--- src/rtl/opb_register_simulink2ppc_snap.sv ---
// ---------------------------------------------------------------------------
// opb_register_simulink2ppc_snap
//
// Fabric-to-processor status register. A 32-bit word from the user fabric is
// captured into a holding register and served to software as an OPB slave.
// It also provides a sticky NEW flag, a software FREEZE and, optionally, a
// 16-bit saturating overrun counter.
//
// Optional feature macro: SIMULINK2PPC_OVERRUN_COUNT_EN
//   defined   -> overrun counter plus its clear bit in CTRL are built
//   undefined -> no counter; the count field reads 0 and the clear bit is inert
//
// Register map (byte offset within the decode window, OPB_ABus[28:29]):
//   0x0 DATA    RO  holding register; a read clears NEW
//   0x4 STATUS  RO  DBus[31]=NEW, DBus[30]=FREEZE, overrun count in DBus[0:15]
//   0x8 CTRL    RW  DBus[31]=FREEZE, DBus[30]=1 clears the count (reads 0);
//                   writes take effect only with BE[3]=1
//   0xC         reads 0, writes acked and ignored
//
// Ports:
//   OPB_Clk, OPB_Rst_n        clock, asynchronous active-low reset
//   OPB_ABus/BE/DBus/RNW      OPB master request (big-endian bit numbering)
//   OPB_select, OPB_seqAddr   transfer request, burst hint (ignored)
//   Sl_DBus, Sl_xferAck       registered read data and one-cycle acknowledge
//   Sl_errAck/retry/toutSup   tied low
//   user_data_in/valid        fabric word and its capture strobe
// ---------------------------------------------------------------------------
module opb_register_simulink2ppc_snap #(
  parameter logic [31:0] C_BASEADDR   = 32'h01060900,
  parameter logic [31:0] C_HIGHADDR   = 32'h010609FF,
  parameter int          C_OPB_AWIDTH = 32,
  parameter int          C_OPB_DWIDTH = 32,
  parameter string       C_FAMILY     = "virtex5"
) (
  input  logic        OPB_Clk,
  input  logic        OPB_Rst_n,
  input  logic [0:31] OPB_ABus,
  input  logic [0:3]  OPB_BE,
  input  logic [0:31] OPB_DBus,
  input  logic        OPB_RNW,
  input  logic        OPB_select,
  input  logic        OPB_seqAddr,
  output logic [0:31] Sl_DBus,
  output logic        Sl_xferAck,
  output logic        Sl_errAck,
  output logic        Sl_retry,
  output logic        Sl_toutSup,
  input  logic [31:0] user_data_in,
  input  logic        user_data_valid
);

  // Only 32-bit address/data buses exist for this block; the family string is
  // informational.
  localparam bit    unused_widths_ok = (C_OPB_AWIDTH == 32) && (C_OPB_DWIDTH == 32);
  localparam string unused_family    = C_FAMILY;

  typedef enum logic {ST_IDLE, ST_ACK} state_t;

  state_t      state_reg, state_next;
  logic        accept;
  logic        hit;
  logic [1:0]  reg_sel;
  logic        rd_accept, wr_accept;
  logic        data_read, ctrl_write;
  logic        capture;
  logic        new_next;
  logic [31:0] rdata;
  logic [31:0] status_word;
  logic [31:0] dbus_reg;
  logic [31:0] hold_reg;
  logic        new_reg;
  logic        freeze_reg;

  assign hit     = (OPB_ABus >= C_BASEADDR) && (OPB_ABus <= C_HIGHADDR);
  assign reg_sel = OPB_ABus[28:29];

  // Bus FSM: a transfer is accepted in IDLE and acked for exactly one cycle.
  always_ff @(posedge OPB_Clk or negedge OPB_Rst_n) begin
    if (!OPB_Rst_n) begin
      state_reg <= ST_IDLE;
    end else begin
      state_reg <= state_next;
    end
  end

  always_comb begin
    state_next = state_reg;
    accept     = 1'b0;
    case (state_reg)
      ST_IDLE: begin
        if (OPB_select && hit) begin
          accept     = 1'b1;
          state_next = ST_ACK;
        end
      end
      ST_ACK:  state_next = ST_IDLE;
      default: state_next = ST_IDLE;
    endcase
  end

  assign rd_accept  = accept && OPB_RNW;
  assign wr_accept  = accept && !OPB_RNW;
  assign data_read  = rd_accept && (reg_sel == 2'd0);
  assign ctrl_write = wr_accept && (reg_sel == 2'd2) && OPB_BE[3];

  // FREEZE is sampled pre-edge, so a strobe on the same edge as a freezing
  // CTRL write is still captured.
  assign capture = user_data_valid && !freeze_reg;

  // A capture on the same edge as a DATA read wins: the new word is unread.
  always_comb begin
    new_next = new_reg;
    if (capture) begin
      new_next = 1'b1;
    end else if (data_read) begin
      new_next = 1'b0;
    end
  end

`ifdef SIMULINK2PPC_OVERRUN_COUNT_EN
  logic [15:0] overrun_cnt_reg;
  logic        cnt_clear;
  logic        cnt_inc;

  assign cnt_clear = ctrl_write && OPB_DBus[30];
  // A capture is an overrun only if the previous word is still unread and is
  // not being consumed on this very edge.
  assign cnt_inc   = capture && new_reg && !data_read && (overrun_cnt_reg != 16'hFFFF);

  always_ff @(posedge OPB_Clk or negedge OPB_Rst_n) begin
    if (!OPB_Rst_n) begin
      overrun_cnt_reg <= '0;
    end else if (cnt_clear) begin
      overrun_cnt_reg <= '0;
    end else if (cnt_inc) begin
      overrun_cnt_reg <= overrun_cnt_reg + 16'd1;
    end
  end

  // NEW and FREEZE occupy the two LSBs, so the count sits in the upper half.
  assign status_word = {overrun_cnt_reg, 14'b0, freeze_reg, new_reg};
`else
  assign status_word = {30'b0, freeze_reg, new_reg};
`endif

  // rdata is numbered [31:0]; bit n lands on DBus[31-n].
  always_comb begin
    rdata = '0;
    case (reg_sel)
      2'd0:    rdata = hold_reg;
      2'd1:    rdata = status_word;
      2'd2:    rdata[0] = freeze_reg;
      default: rdata = '0;
    endcase
  end

  always_ff @(posedge OPB_Clk or negedge OPB_Rst_n) begin
    if (!OPB_Rst_n) begin
      dbus_reg   <= '0;
      hold_reg   <= '0;
      new_reg    <= 1'b0;
      freeze_reg <= 1'b0;
    end else begin
      // Loaded only on a read accept, so it is zero whenever no ack is shown.
      dbus_reg <= rd_accept ? rdata : '0;
      if (capture) begin
        hold_reg <= user_data_in;
      end
      new_reg <= new_next;
      if (ctrl_write) begin
        freeze_reg <= OPB_DBus[31];
      end
    end
  end

  assign Sl_DBus    = dbus_reg;
  assign Sl_xferAck = (state_reg == ST_ACK);
  assign Sl_errAck  = 1'b0;
  assign Sl_retry   = 1'b0;
  assign Sl_toutSup = 1'b0;

  logic unused_inputs;
  assign unused_inputs = ^{OPB_seqAddr, OPB_BE[0:2], OPB_DBus};

endmodule

--- config.mk ---
export PLATFORM = sky130hd
export DESIGN_NAME = opb_register_simulink2ppc_snap
export DESIGN_NICKNAME = d
export VERILOG_FILES = /design/src/rtl/opb_register_simulink2ppc_snap.sv
export SDC_FILE = /design/constraint.sdc
export NUM_CORES = 1
export LEC_CHECK = 0
export BUFFER_PORTS_ARGS = -buffer_cell sky130_fd_sc_hd__clkbuf_2
export CORE_MARGIN = 2
export CORE_UTILIZATION = 43
export DETAILED_ROUTE_END_ITERATION = 12
export PLACE_DENSITY = 0.78
export SETUP_SLACK_MARGIN = 0.1
export SLEW_MARGIN = 10
export SYNTH_ARGS = -nofsm -noshare
export SYNTH_HDL_FRONTEND = slang
export SYNTH_SLANG_ARGS = --single-unit
--- constraint.sdc ---
create_clock -name OPB_Clk -period 1.8 [get_ports OPB_Clk]
set_input_delay 0.36 -clock OPB_Clk [delete_from_list [all_inputs] [get_ports OPB_Clk]]
set_output_delay 0.36 -clock OPB_Clk [all_outputs]
set_load 0.02 [all_outputs]
==> impl.org <==
** Outcome
- The flow ran to the end, but the final reports show violations.
- Violations in the final reports :: setup timing

** Synthesis
- The share of the Yosys chip area taken by registers is 67.2%.
- Of all cell types, the one taking the most synthesized area is sky130_fd_sc_hd__dfrtp_1.
- Cell Area, Synth :: 2500 sq um
- The share of synthesized area in the top cell type comes to 67.2%.
- Share of flip-flops with an asynchronous set or reset :: 100%
- The most common cell in the synthesized netlist is sky130_fd_sc_hd__dfrtp_1.
- Among all flip-flop cells after synthesis, the most frequent one is sky130_fd_sc_hd__dfrtp_1.
- Gate Count Post-Synth :: 165
- Total of flip-flops plus latches after synthesis :: 67
- Yosys attributes the largest share of cell area to sky130_fd_sc_hd__dfrtp_1 67%, sky130_fd_sc_hd__mux2_2 15%, sky130_fd_sc_hd__and2_1 7.5%, sky130_fd_sc_hd__buf_6 1.4%, sky130_fd_sc_hd__nor4bb_1 1.2%.
- Number of flops mapped to enable cells by yosys :: 0
- Post-Syn Area per Cell :: 15.1 sq um
- By count the netlist is led by 67 x sky130_fd_sc_hd__dfrtp_1, 33 x sky130_fd_sc_hd__mux2_2, 30 x sky130_fd_sc_hd__and2_1.
- Warning count from the yosys run :: 0
- Counting distinct cell types in the post-synthesis netlist gives 25.

** Timing
- Dividing the final minimum period by the clock period gives 100%.
- Derived from the worst setup path, the maximum achievable clock frequency is 553 MHz.
- The final number of max-transition violations came to 0.
- Between clock sinks in the finished design, the worst skew comes to 7.08 ps.
- After routing, the total negative slack on setup checks comes to -24.4 ps.
- Setup repair after global routing missed its margin :: yes
- Final Setup Violations :: 5
- Final period demand of the worst path :: 1810 ps
- Min setup slack post-route :: -7.32 ps
- Hold Fails Final Rpt :: 0

** Critical path
- The worst setup path is captured at a flip-flop.
- Type of origin of the critical path :: input port
- R2R Setup Slk :: 190 ps
- Data on the critical path arrives at its endpoint at 2070 ps.
- Reg2reg path depth :: 7
- Type of the worst setup path :: input port to flip-flop
- Destination of the worst register-to-register timing path :: Sl_DBus[10]$_DFF_PN0_
- CP Max Fanout :: 8
- Critical path data required time :: 2070 ps
- Beginning of the worst register-to-register path :: Sl_xferAck$_DFF_PN0_

** Global routing
- Total overflow reported by the global router :: 0
- In the global route stage, overall resource usage came out at 15.9%.
- The initial antenna violation count was 0.
- The first global-routing pass estimated 7600 um of wire.
- Entering global routing, the biggest net connects 68 pins.
- Vias in the first global route :: 1756

** CTS
- Clock transition at the registers of the reported paths :: 70 ps
- CTS Root Cell :: sky130_fd_sc_hd__clkbuf_8
- In this run the deepest clock path goes through 2 buffers.
- After clock tree synthesis, the flow added hold-fix buffers numbering 0.
- Clock tree synthesis inserted a total of 9 buffers.
- The clock reaches the later pin of the worst-skew pair after 330 ps.
- The clock net in this run drives a total of 67 sinks.
- TritonCTS clock tree :: yes
- Count of H-tree levels built during CTS :: 3

** Pwr
- In this run the static leakage power is 1.76 nW.
- Dividing total power by cell area gives a power density of 892 nW/um^2.
- Total chip power :: 2.97 mW
- Worst-case vdd ir drop :: 0.440 mV

** Hold path
- The tightest min-delay check is of the input port to asynchronous set/reset pin type.

** Final layout
- Final non-filler cell area :: 3320 sq um
- Number of standard cells in the final layout excluding fillers :: 353
- Final net count :: 383
- Antenna cells :: 0
- Layout cell share with drive strength beyond 1 :: 57.7%
- Area growth from synthesis to layout :: 33.2%

** Routing
- The final route contains 1649 vias.
- Post-DR wirelength/cell :: 13.6 um
- Total Routed Length :: 4790 um
- DRT antenna net count :: 0
- The detailed router finished its first iteration with 57 violations.
- Number of search-and-repair iterations in the first detailed-routing pass :: 4
- Using the TritonRoute via totals, the vias-per-cell ratio works out to 4.67.
- In the routed design, unresolved DRC markers number 0.

** Floorplan
- In this run the horizontal extent of the chip is 80.2 um.
- Pin placement for this block handled 142 I/O pins.
- Core Box Area :: 5540 sq um
- Placement Rows :: 27
- Die Y-Extent :: 80.2 um
- Starting density of the core :: 45.1%
- Die outline area :: 6430 sq um

** Run
- The tool flagged a number of max-cap violations equal to 0.

** Placement
- In this run, placement finished with an instance count of 335.
- Total half-perimeter wirelength after legalization and detailed placement :: 3430 um
- In this run the tool buffered the top-level ports with 97 buffer cells.
- Dpl cell area :: 3100 sq um
- At the end of routability-driven placement, the weighted congestion stood at 0.821.
final cells by class:
type | instances | area (sq um)
Clock inverter | 3 | 40.0
Tap cell | 72 | 90.1
Fill cell | 465 | 2220
Inverter | 1 | 3.75
Timing Repair Buffer | 109 | 609
Sequential cell | 67 | 1680
Clock buffer | 12 | 135
Multi-Input combinational cell | 89 | 769
cells in the final DEF (no fill, tap or decap), types with 2 or more instances in the layout:
cell type,count
sky130_fd_sc_hd__clkbuf_2,95
sky130_fd_sc_hd__dfrtp_1,67
sky130_fd_sc_hd__mux2_2,33
sky130_fd_sc_hd__and2_1,26
sky130_fd_sc_hd__clkbuf_8,9
sky130_fd_sc_hd__buf_4,7
sky130_fd_sc_hd__buf_6,5
sky130_fd_sc_hd__and2_4,4
sky130_fd_sc_hd__nor4bb_1,3
sky130_fd_sc_hd__conb_1,3
sky130_fd_sc_hd__clkbuf_1,3
sky130_fd_sc_hd__nor2_1,2
sky130_fd_sc_hd__nor4b_1,2
sky130_fd_sc_hd__nor4_1,2
sky130_fd_sc_hd__mux2i_1,2
sky130_fd_sc_hd__clkinv_2,2
critical path, stage by stage:
cell and delay, ps:
sky130_fd_sc_hd__buf_6 90, sky130_fd_sc_hd__or4_4 530, sky130_fd_sc_hd__or4b_4 540, sky130_fd_sc_hd__nor3_4 160, sky130_fd_sc_hd__buf_6 140, sky130_fd_sc_hd__buf_6 120
sky130_fd_sc_hd__and2_4 130
worst max path at each step:
stage / from / to / slack (ps) / cells after the start
after global routing: OPB_ABus[17] / Sl_DBus[28]$_DFF_PN0_ / -70 / 7
after global placement: OPB_ABus[17] / Sl_DBus[22]$_DFF_PN0_ / -320 / 6
after floorplan: OPB_ABus[17] / new_reg$_DFFE_PN0P_ / -140 / 5
after CTS: OPB_ABus[17] / Sl_DBus[19]$_DFF_PN0_ / 10 / 6
after detailed placement: OPB_ABus[17] / Sl_DBus[19]$_DFF_PN0_ / -350 / 6
final: OPB_ABus[17] / Sl_DBus[10]$_DFF_PN0_ / -7 / 7
logic make-up after synthesis:
kind of cell / share of synthesized area (%)
AO/OA/AOI/OAI: 0.501
AND/OR/NAND/NOR: 13.5
flip-flops: 67.2
multiplexers: 15.7
buffers and inverters: 3.01
other: 0.150
stage by stage:
| step | hold slack, ps | worst slack, ps | utilization [%] |
|---|---|---|---|
| 5_1_grt | 64.8 | -74.7 | 60.0 |
| 3_3_place_gp | 402 | -318 | 55.9 |
| 2_1_floorplan | 64.4 | -138 | - |
| 3_5_place_dp | 407 | -350 | 55.9 |
| 6_report | 31.7 | -7.32 | 60.0 |
| 4_1_cts | 42.1 | 11.7 | 59.2 |
what timing repair did:
action	in CTS	in global routing
setup buffers	0	2
pin swaps	0	0
gates resized for setup	2	9
hold endpoints to repair	0	0
endpoints found under the setup margin	28	32
cloned	0	1
where the power goes:
group | leakage (nW) | total, mW | switching [mW] | internal (mW)
sequential | 0.858 | 1.61 | 0.0298 | 1.58
combinational | 0.809 | 0.221 | 0.0901 | 0.131
clock | 0.0902 | 1.14 | 0.509 | 0.629
layer usage:
layer	GRT usage, %	share of wire (%)	vias up
met3	4.04	7.6	7
met4	8.14	1.4	0
met1	17.1	37	801
met2	28.6	54	72
met5	0	0	-
li1	-	-	769
No activity file was read; power rests on OpenSTA's default activity.
